===== src/rtl/team_06_wb_arbiter_if.sv =====
// Classic single-beat Wishbone master/slave signal bundle for the team_06 arbiter.
interface team_06_wb_arbiter_if;
  logic [31:0] ADR_O;
  logic [31:0] DAT_O;
  logic [3:0]  SEL_O;
  logic        WE_O;
  logic        STB_O;
  logic        CYC_O;
  logic [31:0] DAT_I;
  logic        ACK_I;

  modport master (
    output ADR_O, DAT_O, SEL_O, WE_O, STB_O, CYC_O,
    input  DAT_I, ACK_I
  );

  modport slave (
    input  ADR_O, DAT_O, SEL_O, WE_O, STB_O, CYC_O,
    output DAT_I, ACK_I
  );
endinterface


===== src/rtl/team_06_wb_arbiter.sv =====
// Two-requester round-robin arbiter for the team_06 Wishbone master port:
// one single-beat cycle per grant, hung cycles aborted after TIMEOUT idle beats.
module team_06_wb_arbiter #(
  parameter int TIMEOUT = 255
) (
  input  logic        clk,
  input  logic        nrst,
  input  logic        en,

  input  logic        r0_req,
  input  logic [31:0] r0_adr,
  input  logic [31:0] r0_wdat,
  input  logic [3:0]  r0_sel,
  input  logic        r0_we,
  output logic        r0_ack,
  output logic        r0_err,

  input  logic        r1_req,
  input  logic [31:0] r1_adr,
  input  logic [31:0] r1_wdat,
  input  logic [3:0]  r1_sel,
  input  logic        r1_we,
  output logic        r1_ack,
  output logic        r1_err,

  output logic [31:0] rdat,
  output logic        busy,
  output logic        gnt,

  team_06_wb_arbiter_if.master wb
);

  localparam int CNT_W = $clog2(TIMEOUT + 1);
  localparam logic [CNT_W-1:0] CNT_MAX = CNT_W'(TIMEOUT);

  typedef enum logic [1:0] {
    IDLE,
    BUS,
    DONE
  } state_t;

  state_t           state;
  logic [CNT_W-1:0] cnt;
  logic             last_gnt;
  logic             win;

  // A lone requester always wins; a tie goes to whoever was not served last.
  always_comb begin
    win = 1'b0;
    if (r0_req && r1_req) begin
      win = ~last_gnt;
    end else if (r1_req) begin
      win = 1'b1;
    end
  end

  always_ff @(posedge clk or negedge nrst) begin
    if (!nrst) begin
      state     <= IDLE;
      cnt       <= '0;
      last_gnt  <= 1'b1;
      gnt       <= 1'b0;
      busy      <= 1'b0;
      rdat      <= '0;
      r0_ack    <= 1'b0;
      r0_err    <= 1'b0;
      r1_ack    <= 1'b0;
      r1_err    <= 1'b0;
      wb.CYC_O  <= 1'b0;
      wb.STB_O  <= 1'b0;
      wb.ADR_O  <= '0;
      wb.DAT_O  <= '0;
      wb.SEL_O  <= '0;
      wb.WE_O   <= 1'b0;
    end else begin
      r0_ack <= 1'b0;
      r0_err <= 1'b0;
      r1_ack <= 1'b0;
      r1_err <= 1'b0;

      case (state)
        IDLE: begin
          if (en && (r0_req || r1_req)) begin
            state    <= BUS;
            busy     <= 1'b1;
            gnt      <= win;
            last_gnt <= win;
            cnt      <= '0;
            wb.CYC_O <= 1'b1;
            wb.STB_O <= 1'b1;
            wb.ADR_O <= win ? r1_adr  : r0_adr;
            wb.DAT_O <= win ? r1_wdat : r0_wdat;
            wb.SEL_O <= win ? r1_sel  : r0_sel;
            wb.WE_O  <= win ? r1_we   : r0_we;
          end
        end

        // An ACK in the same beat the counter hits TIMEOUT still wins over the abort.
        BUS: begin
          if (wb.ACK_I || (cnt == CNT_MAX)) begin
            state    <= DONE;
            wb.CYC_O <= 1'b0;
            wb.STB_O <= 1'b0;
            wb.ADR_O <= '0;
            wb.DAT_O <= '0;
            wb.SEL_O <= '0;
            wb.WE_O  <= 1'b0;
            if (wb.ACK_I) begin
              if (!wb.WE_O) begin
                rdat <= wb.DAT_I;
              end
              if (gnt) begin
                r1_ack <= 1'b1;
              end else begin
                r0_ack <= 1'b1;
              end
            end else if (gnt) begin
              r1_err <= 1'b1;
            end else begin
              r0_err <= 1'b1;
            end
          end else begin
            cnt <= cnt + CNT_W'(1);
          end
        end

        DONE: begin
          state <= IDLE;
          busy  <= 1'b0;
        end

        default: begin
          state <= IDLE;
          busy  <= 1'b0;
        end
      endcase
    end
  end

`ifndef SYNTHESIS
  always @(posedge clk) begin
    if (nrst) begin
      assert (wb.CYC_O == wb.STB_O);
      assert ($countones({r0_ack, r0_err, r1_ack, r1_err}) <= 1);
    end
  end
`endif

endmodule


===== src/flat_wrapper.sv =====
// flat-port wrapper written by rule: the top's interface ports become plain ports
module team_06_wb_arbiter_flat 
#(
  parameter int TIMEOUT = 255
)
  (clk, nrst, en, r0_req, r0_adr, r0_wdat, r0_sel, r0_we, r0_ack, r0_err, r1_req, r1_adr, r1_wdat, r1_sel, r1_we, r1_ack, r1_err, rdat, busy, gnt, wb_ADR_O, wb_DAT_O, wb_SEL_O, wb_WE_O, wb_STB_O, wb_CYC_O, wb_DAT_I, wb_ACK_I);
  team_06_wb_arbiter_if wb_i ();
  input  logic clk;
  input  logic nrst;
  input  logic en;
  input  logic r0_req;
  input  logic [31:0] r0_adr;
  input  logic [31:0] r0_wdat;
  input  logic [3:0] r0_sel;
  input  logic r0_we;
  output logic r0_ack;
  output logic r0_err;
  input  logic r1_req;
  input  logic [31:0] r1_adr;
  input  logic [31:0] r1_wdat;
  input  logic [3:0] r1_sel;
  input  logic r1_we;
  output logic r1_ack;
  output logic r1_err;
  output logic [31:0] rdat;
  output logic busy;
  output logic gnt;
  output wire logic [$bits(wb_i.ADR_O)-1:0] wb_ADR_O;
  output wire logic [$bits(wb_i.DAT_O)-1:0] wb_DAT_O;
  output wire logic [$bits(wb_i.SEL_O)-1:0] wb_SEL_O;
  output wire logic [$bits(wb_i.WE_O)-1:0] wb_WE_O;
  output wire logic [$bits(wb_i.STB_O)-1:0] wb_STB_O;
  output wire logic [$bits(wb_i.CYC_O)-1:0] wb_CYC_O;
  input wire logic [$bits(wb_i.DAT_I)-1:0] wb_DAT_I;
  input wire logic [$bits(wb_i.ACK_I)-1:0] wb_ACK_I;
  assign wb_ADR_O = wb_i.ADR_O;
  assign wb_DAT_O = wb_i.DAT_O;
  assign wb_SEL_O = wb_i.SEL_O;
  assign wb_WE_O = wb_i.WE_O;
  assign wb_STB_O = wb_i.STB_O;
  assign wb_CYC_O = wb_i.CYC_O;
  assign wb_i.DAT_I = wb_DAT_I;
  assign wb_i.ACK_I = wb_ACK_I;
  team_06_wb_arbiter #(.TIMEOUT(TIMEOUT)) u_core (.clk(clk), .nrst(nrst), .en(en), .r0_req(r0_req), .r0_adr(r0_adr), .r0_wdat(r0_wdat), .r0_sel(r0_sel), .r0_we(r0_we), .r0_ack(r0_ack), .r0_err(r0_err), .r1_req(r1_req), .r1_adr(r1_adr), .r1_wdat(r1_wdat), .r1_sel(r1_sel), .r1_we(r1_we), .r1_ack(r1_ack), .r1_err(r1_err), .rdat(rdat), .busy(busy), .gnt(gnt), .wb(wb_i));
endmodule

===== config.mk =====
export PLATFORM = sky130hd
export DESIGN_NAME = team_06_wb_arbiter_flat
export DESIGN_NICKNAME = d
export VERILOG_FILES = /design/src/rtl/team_06_wb_arbiter_if.sv /design/src/rtl/team_06_wb_arbiter.sv /design/src/flat_wrapper.sv
export SDC_FILE = /design/constraint.sdc
export NUM_CORES = 1
export LEC_CHECK = 0
export BUFFER_PORTS_ARGS = -buffer_cell sky130_fd_sc_hd__buf_2
export CAP_MARGIN = 20
export CORE_UTILIZATION = 40
export CTS_BUF_LIST = sky130_fd_sc_hd__clkbuf_16
export DETAILED_ROUTE_END_ITERATION = 12
export HOLD_SLACK_MARGIN = 0.1
export PLACE_DENSITY = 0.71
export SYNTH_ARGS = -nofsm -noshare
export SYNTH_HDL_FRONTEND = slang
export SYNTH_SLANG_ARGS = --single-unit

===== constraint.sdc =====
create_clock -name clk -period 3.27 [get_ports clk]
set_input_delay 0.4905 -clock clk [delete_from_list [all_inputs] [get_ports clk]]
set_output_delay 0.4905 -clock clk [all_outputs]
set_load 0.02 [all_outputs]

==> results of run 1 <==
[kinds of logic (layout without fill, tap and decap cells)]
logic type,Yosys count,count (layout),synth area share
compound gates,87,87,0.145
fa+ha+maj,1,1,0.00241
buf+inv,30,322,0.0280
flops,119,119,0.574
mux,101,101,0.203
simple gates,41,41,0.0477
[metal layers]
| metal | vias to the layer above | wire (um) | track usage |
|---|---|---|---|
| li1 | 2007 | - | - |
| met1 | 2097 | 5660 | 0.253 |
| met2 | 195 | 7150 | 0.364 |
| met3 | 24 | 974 | 0.0643 |
| met4 | 0 | 388 | 0.104 |
| met5 | - | 0 | 0 |
[Yosys cell counts (2+ instances only)]
cell / count
mux2_1: 2
buf_2: 11
nor3_1: 2
mux2_2: 30
nand3_1: 4
nor3b_1: 3
and3_2: 2
nor2_2: 2
inv_1: 2
nor2_1: 4
o21bai_1: 2
nor4_1: 3
and3_1: 2
o21ai_0: 4
clkbuf_1: 14
a211o_1: 2
nand2_1: 10
mux2i_1: 69
o2bb2ai_1: 69
a21o_1: 3
dfrtp_1: 118
buf_6: 2
[path summary, 6_finish.rpt]
check	to	slack (ps)	from
max in group asynchronous	u_core.last_gnt$_DFFE_PN1P_	2340	nrst
worst min register to register	u_core.wb.DAT_O[2]$_DFFE_PN0P_	480	u_core.wb.DAT_O[2]$_DFFE_PN0P_
min in group clk	u_core.rdat[4]$_DFFE_PN0P_	290	wb_DAT_I[4]
worst max-delay path	u_core.wb.DAT_O[31]$_DFFE_PN0P_	750	u_core.cnt[0]$_DFFE_PN0P_
worst max register to register	u_core.wb.DAT_O[31]$_DFFE_PN0P_	750	u_core.cnt[0]$_DFFE_PN0P_
worst min-delay path	u_core.rdat[11]$_DFFE_PN0P_	100	nrst
[registers in the layout (all words and copies together) (netlist names), 2 cells and up]
signal	count
u_core.cnt	8
u_core.rdat	32
u_core.state	2
u_core.wb.ADR_O	32
u_core.wb.SEL_O	4
u_core.wb.DAT_O	32
[power groups by stage]
stage,Combinational (mW),Sequential (mW),Clock [mW]
5_1_grt,2.35,2.37,1.91
3_5_place_dp,2.22,2.31,0
3_3_place_gp,2.16,2.31,0
2_1_floorplan,0.750,2.90,0
4_1_cts,2.22,2.31,1.83
6_report,2.20,2.31,1.81
[cell type report]
class,count,share of cell area
Sequential cell,119,0.406
Multi-Input combinational cell,230,0.284
Timing Repair Buffer,290,0.203
Clock buffer,17,0.0579
Tap cell,172,0.0293
Clock inverter,13,0.0192
Inverter,2,0.00102
[critical path, delay by kind of cell, from the launching register on]
| family | cells | cell delay (ps) |
|---|---|---|
| adders and majority gates | 1 | 270 |
| and+or+nand+nor | 1 | 210 |
| buffers and inverters | 1 | 540 |
| AOI/OAI and AO/OA | 3 | 960 |
| DFF | 1 | 400 |
[cell usage in the layout, fill, tap and decap left out, types with 3 or more instances in the layout]
cell type,Yosys,final
clkinv_1,0,3
o2bb2ai_1,69,69
o21ai_0,4,4
nor2_1,4,4
clkbuf_16,0,17
buf_4,1,5
nand3_1,4,4
clkinvlp_4,0,3
nand2_1,10,10
nor3b_1,3,3
buf_2,11,283
mux2_2,30,30
a21o_1,3,3
inv_1,2,4
nor4_1,3,3
mux2i_1,69,69
bufinv_16,0,3
dfrtp_1,118,118
[metrics by stage]
stage | util | hold slack [ps] | setup WS [ps]
2_1_floorplan | - | 195 | 1570
3_3_place_gp | 0.537 | 467 | 926
3_5_place_dp | 0.537 | 469 | 805
4_1_cts | 0.582 | 128 | 762
5_1_grt | 0.582 | 155 | 598
6_report | 0.582 | 103 | 752
==> results.md, run 1 <==
* Sequential power share at 0.365
* Number of global-route vias before repair at 4444
* Leak pwr at 3.79 nW
* Setup TNS at 0 ps
* Fmax at 397 MHz
* Tcrit/Tclk final at 0.770
* CTS tree: yes
* Status: complete, no violations
* Routed WL at 14200 um
* Worst-path maximum fanout at 45
* Synth async-reset ratio at 1.00
* Vias at 4323
* Largest stage delay on the critical path at 590 ps
* Global-route wire length before repair at 21700 um
* Yosys warns at 0
* Layout area overhead at 41.6%
* Share of cells above drive strength 1 at 0.535
* RSZ-0062 raised after global routing: false
* 1st-pass router iterations at 4
* Final setup fails at 0
* Least-Margin Pin Slew at 897 ps
* Placer Congestion at 0.795
* GRT Residual Overflow at 0
* Hold buffers post-CTS at 0
* Area of the multi-input gates at 2080 um2
* Die footprint at 13400 um2
* Fillers at 1043
* Final std cells w/o fill at 843
* Synth area leaders: dfrtp_1 57%, mux2i_1 13%, o2bb2ai_1 12%
* Clock share of power at 0.286
* Post-detail-place hpwl at 10200 um
* Number of diodes at 0
* Sw Pwr at 2.27 mW
* Nets at 837
* Post-CTS repair timing setup buffer count at 0
* # port buffers at 284
* Post-synth EDFFs at 0
* Htree depth at 4
* CTS buffer count at 17
* Switching Fraction at 0.360
* Max-Cap Viols at 0
* Critical path required time at 3580 ps
* Post-Synthesis Cells at 379
* Yosys reg bits at 119
* Initial antenna violation count at 0
* Worst skew pair latency at 420 ps
* Max VDD drop at 0.540 mV
* Largest net degree at the start of global routing at 71
* Cell area power density at 859 nW/um2
* Placed Area at 6780 um2
* Crit path max-delay cell type: a21oi_4
* Placed cells at 813
* Worst setup path class: reg -> reg
* Routed Antenna Nets at 0
* FF/Latch Area at 2980 um2
* Worst Path Arrival at 2830 ps
* Fin Clk Skew at 9.60 ps
* Yosys top cell by area: dfrtp_1
* CP Launch Type: register
* R2R depth at 6
* Crit end category: register
* I/O Pins at 285
* Worst min path class: in -> async
* Syn Nets at 556
* Int Power at 4.04 mW
* Critical Path, Cell by Cell: ha_1, nand3_1, o21bai_1, a21oi_4, buf_4, o2bb2ai_1
* Max-slew headroom at 0.402
* Clock Path Buffers at 2
* Fin. max-slew vios at 0
* Primary FF master, synth: dfrtp_1
* Logic pwr share at 0.349
* Vias per cell at 5.13
* Distinct cells, synth at 41
* CTS root buf: clkbuf_16
* Min Tclk post-route at 2520 ps
* Die X at 116 um
* Core area at 12600 um2
* Final Cell Area at 7350 um2
* Syn_area_per_cell at 13.7 um2
* Avg WL per Cell at 16.8 um
* All-Layer GR Usage at 0.216
* Clk slew on worst S/H paths at 50 ps
* PnR Total Power at 6.31 mW
* Synth top area share at 0.569
* Number of gates resized after CTS at 0
* Die H at 116 um
* Sink Count at 119
* Sequential-to-total area share from yosys stat at 0.574
* Std-Cell Rows at 41
* Initial DRC Count at 167
* Starting Density at 0.411
* Fin. Hold Viols at 0
* Post-route DRC violation count at 0
* Syn Std Cell Area at 5190 um2
Power figures use the tool's default switching activity.
==> run 2, diff against run 1 <==
--- a/config.mk
+++ b/config.mk
@@ -5,13 +5,14 @@
 export SDC_FILE = /design/constraint.sdc
 export NUM_CORES = 1
 export LEC_CHECK = 0
+export ABC_AREA = 1
 export BUFFER_PORTS_ARGS = -buffer_cell sky130_fd_sc_hd__buf_2
 export CAP_MARGIN = 20
 export CORE_UTILIZATION = 40
 export CTS_BUF_LIST = sky130_fd_sc_hd__clkbuf_16
 export DETAILED_ROUTE_END_ITERATION = 12
 export HOLD_SLACK_MARGIN = 0.1
-export PLACE_DENSITY = 0.71
+export PLACE_DENSITY = 0.73
 export SYNTH_ARGS = -nofsm -noshare
 export SYNTH_HDL_FRONTEND = slang
 export SYNTH_SLANG_ARGS = --single-unit
==> constraint.sdc (replaced) <==
create_clock -name clk -period 2.11 [get_ports clk]
set_input_delay 0.3165 -clock clk [delete_from_list [all_inputs] [get_ports clk]]
set_output_delay 0.3165 -clock clk [all_outputs]
set_load 0.02 [all_outputs]
==> results.md, run 2 <==
* Sequential-to-total area share from yosys stat at 0.547 (was 0.574)
* Primary FF master, synth: dfrtp_1 (unchanged)
* Syn Std Cell Area at 5440 um2 (was 5190 um2)
* Number of global-route vias before repair at 5148 (was 4444)
* Max-Cap Viols at 0 (unchanged)
* Die X at 119 um (was 116 um)
* Reg-to-reg startpoint: u_core.last_gnt$_DFFE_PN1P_ (was u_core.cnt[0]$_DFFE_PN0P_)
* Synth async-reset ratio at 1.00 (unchanged)
* Most common cell after layout, fill and taps aside: buf_2 (unchanged)
* Hold depth at 3
* Yosys warns at 0 (unchanged)
* Post-CTS repair timing setup buffer count at 0 (unchanged)
* CTS root buf: clkbuf_16 (unchanged)
* Distinct cells, synth at 24 (was 41)
* # port buffers at 284 (unchanged)
* Fin Clk Skew at 13.4 ps (was 9.60 ps)
* Avg WL per Cell at 14.0 um (was 16.8 um)
* Worst skew pair latency at 400 ps (was 420 ps)
* Vias at 5329 (was 4323)
* Nets at 1074 (was 837)
* Sink Count at 119 (unchanged)
* Leak pwr at 4.03 nW (was 3.79 nW)
* Hold_sp: wb_DAT_I[28]
* Clock Path Buffers at 2 (unchanged)
* Placed cells at 1053 (was 813)
* Worst setup path class: reg -> reg (unchanged)
* Placer Congestion at 0.806 (was 0.795)
* Fmax at 594 MHz (was 397 MHz)
* Std-Cell Rows at 42 (was 41)
* Post-route DRC violation count at 0 (unchanged)
* Largest net degree at the start of global routing at 120 (was 71)
* Synth area leaders: dfrtp_1 54%, o21ai_0 8.3%, o21ai_1 7.8% (was dfrtp_1 57%, mux2i_1 13%, o2bb2ai_1 12%)
* Least-Margin Pin Slew at 834 ps (was 897 ps)
* Fin. Hold Viols at 0 (unchanged)
* FF-to-FF setup slack at 430 ps (was 750 ps)
* Synth top area share at 0.543 (was 0.569)
* Status: complete, no violations (unchanged)
* RSZ-0062 raised after global routing: false (unchanged)
* Synth cell count leaders: 118 x dfrtp_1, 90 x o21ai_0, 85 x o21ai_1 (was 118 x dfrtp_1, 69 x mux2i_1, 69 x o2bb2ai_1)
* Routed Antenna Nets at 0 (unchanged)
* Htree depth at 4 (unchanged)
* Most frequent cell after synthesis: dfrtp_1 (unchanged)
* CP Launch Type: register (unchanged)
* GRT Residual Overflow at 0 (unchanged)
* Vias per cell at 4.90 (was 5.13)
* Cell area power density at 1280 nW/um2 (was 859 nW/um2)
* Starting Density at 0.411 (about the same)
* Worst min path class: in -> reg (was in -> async)
* Layout area overhead at 38.6% (was 41.6%)
* Setup TNS at 0 ps (unchanged)
* Worst Path Arrival at 2010 ps (was 2830 ps)
* Hold buffers post-CTS at 1 (was 0)
* Worst-path maximum fanout at 54 (was 45)
* Biggest regs: u_core.rdat: 32 flops, u_core.wb.ADR_O: 32 flops, u_core.wb.DAT_O: 32 flops (unchanged)
* Final setup fails at 0 (unchanged)
* Die H at 119 um (was 116 um)
* Most frequent cells in the layout: 283 x buf_2, 118 x dfrtp_1, 90 x o21ai_0 (was 283 x buf_2, 118 x dfrtp_1, 69 x mux2i_1, 69 x o2bb2ai_1, 30 x mux2_2)
* Die footprint at 14100 um2 (was 13400 um2)
* Critical path required time at 2430 ps (was 3580 ps)
* Post-synth EDFFs at 0 (unchanged)
* Syn_area_per_cell at 8.72 um2 (was 13.7 um2)
* R2R depth at 6 (unchanged)
* CTS tree: yes (unchanged)
* Max-slew headroom at 0.444 (was 0.402)
* Share of cells above drive strength 1 at 0.385 (was 0.535)
* Crit end category: register (unchanged)
* 1st-pass router iterations at 6 (was 4)
* Initial DRC Count at 336 (was 167)
* Fillers at 1253 (was 1043)
* Hold EP: u_core.rdat[28]$_DFFE_PN0P_
* Routed WL at 15200 um (was 14200 um)
* Yosys top cell by area: dfrtp_1 (unchanged)
* Syn Nets at 801 (was 556)
* Min Tclk post-route at 1680 ps (was 2520 ps)
* Final std cells w/o fill at 1087 (was 843)
* Fin util at 0.570 (was 0.582)
* Clk slew on worst S/H paths at 50 ps (about the same)
* All-Layer GR Usage at 0.222 (was 0.216)
* Yosys reg bits at 119 (unchanged)
* Tcrit/Tclk final at 0.798 (was 0.770)
* Initial antenna violation count at 0 (unchanged)
* Post-Synthesis Cells at 624 (was 379)
* Core area at 13200 um2 (was 12600 um2)
* CTS buffer count at 17 (unchanged)
* Reg-to-Reg End: u_core.wb.DAT_O[7]$_DFFE_PN0P_ (was u_core.wb.DAT_O[31]$_DFFE_PN0P_)
* Fin. max-slew vios at 0 (unchanged)
* Max VDD drop at 0.489 mV (was 0.540 mV)
* Post-detail-place hpwl at 10500 um (was 10200 um)
* I/O Pins at 285 (unchanged)
* Number of gates resized after CTS at 0 (unchanged)
* Global-route wire length before repair at 24800 um (was 21700 um)
-- run 2: logic make-up after synthesis --
family	count (synthesis)	synth area share
xor+xnor	2	0.00322
simple gates	239	0.208
compound gates	175	0.161
buf+inv	88	0.0779
fa+ha+maj	1	0.00230
flops	119	0.547
-- run 2: final cells by class --
cell class              instances  area, um2  area share
diodes                          1       2.50    0.000332
clock buffers                  17        425      0.0564
clock inverters                15        124      0.0164
inverters                      45        169      0.0224
multi-input cells             417       2040       0.270
flip-flops and latches        119       2980       0.395
well taps                     176        220      0.0292
repair buffers                297       1590       0.210
-- run 2: how the worst max path moves through the flow --
stage,startpoint,endpoint,slack [ps]
finish,u_core.last_gnt$_DFFE_PN1P_,u_core.wb.DAT_O[7]$_DFFE_PN0P_,430
global placement,r0_req,u_core.wb.DAT_O[6]$_DFFE_PN0P_,350
CTS,u_core.last_gnt$_DFFE_PN1P_,u_core.wb.DAT_O[7]$_DFFE_PN0P_,420
floorplan,u_core.cnt[1]$_DFFE_PN0P_,u_core.wb.DAT_O[25]$_DFFE_PN0P_,750
detailed placement,r0_req,u_core.wb.DAT_O[22]$_DFFE_PN0P_,360
global route,u_core.last_gnt$_DFFE_PN1P_,u_core.wb.DAT_O[7]$_DFFE_PN0P_,250
-- run 2: stage by stage --
stage	setup WS (ps)	hold slack, ps	cell area, um2	total power [mW]
after CTS	425	142	7540	9.78
after global placement	345	461	6980	6.99
after detailed placement	357	458	6980	7.07
final	427	166	7550	9.67
after floorplan	747	20.9	5440	5.73
after global routing	252	149	7540	10.3
-- run 2: critical path: stages, from the launching register on --
cell and delay, ps:
dfstp_2 370, nand2_1 60, nand2_2 60, inv_2 580, buf_4 270, o21ai_0 80, o21ai_1 140
-- run 2: report_power, final --
| part | internal [mW] | total, mW | leakage (nW) | switching [mW] |
|---|---|---|---|---|
| registers | 3.10 | 3.55 | 1.51 | 0.454 |
| clock network | 1.69 | 2.64 | 0.281 | 0.945 |
| logic | 1.21 | 3.48 | 2.24 | 2.26 |
-- run 2: metal layers --
layer / track usage / up-vias / part of all wire
met5: 0 / - / 0
met4: 0.0783 / 0 / 0.013
met3: 0.0613 / 18 / 0.074
met2: 0.373 / 221 / 0.49
met1: 0.273 / 2476 / 0.42
li1: - / 2614 / -
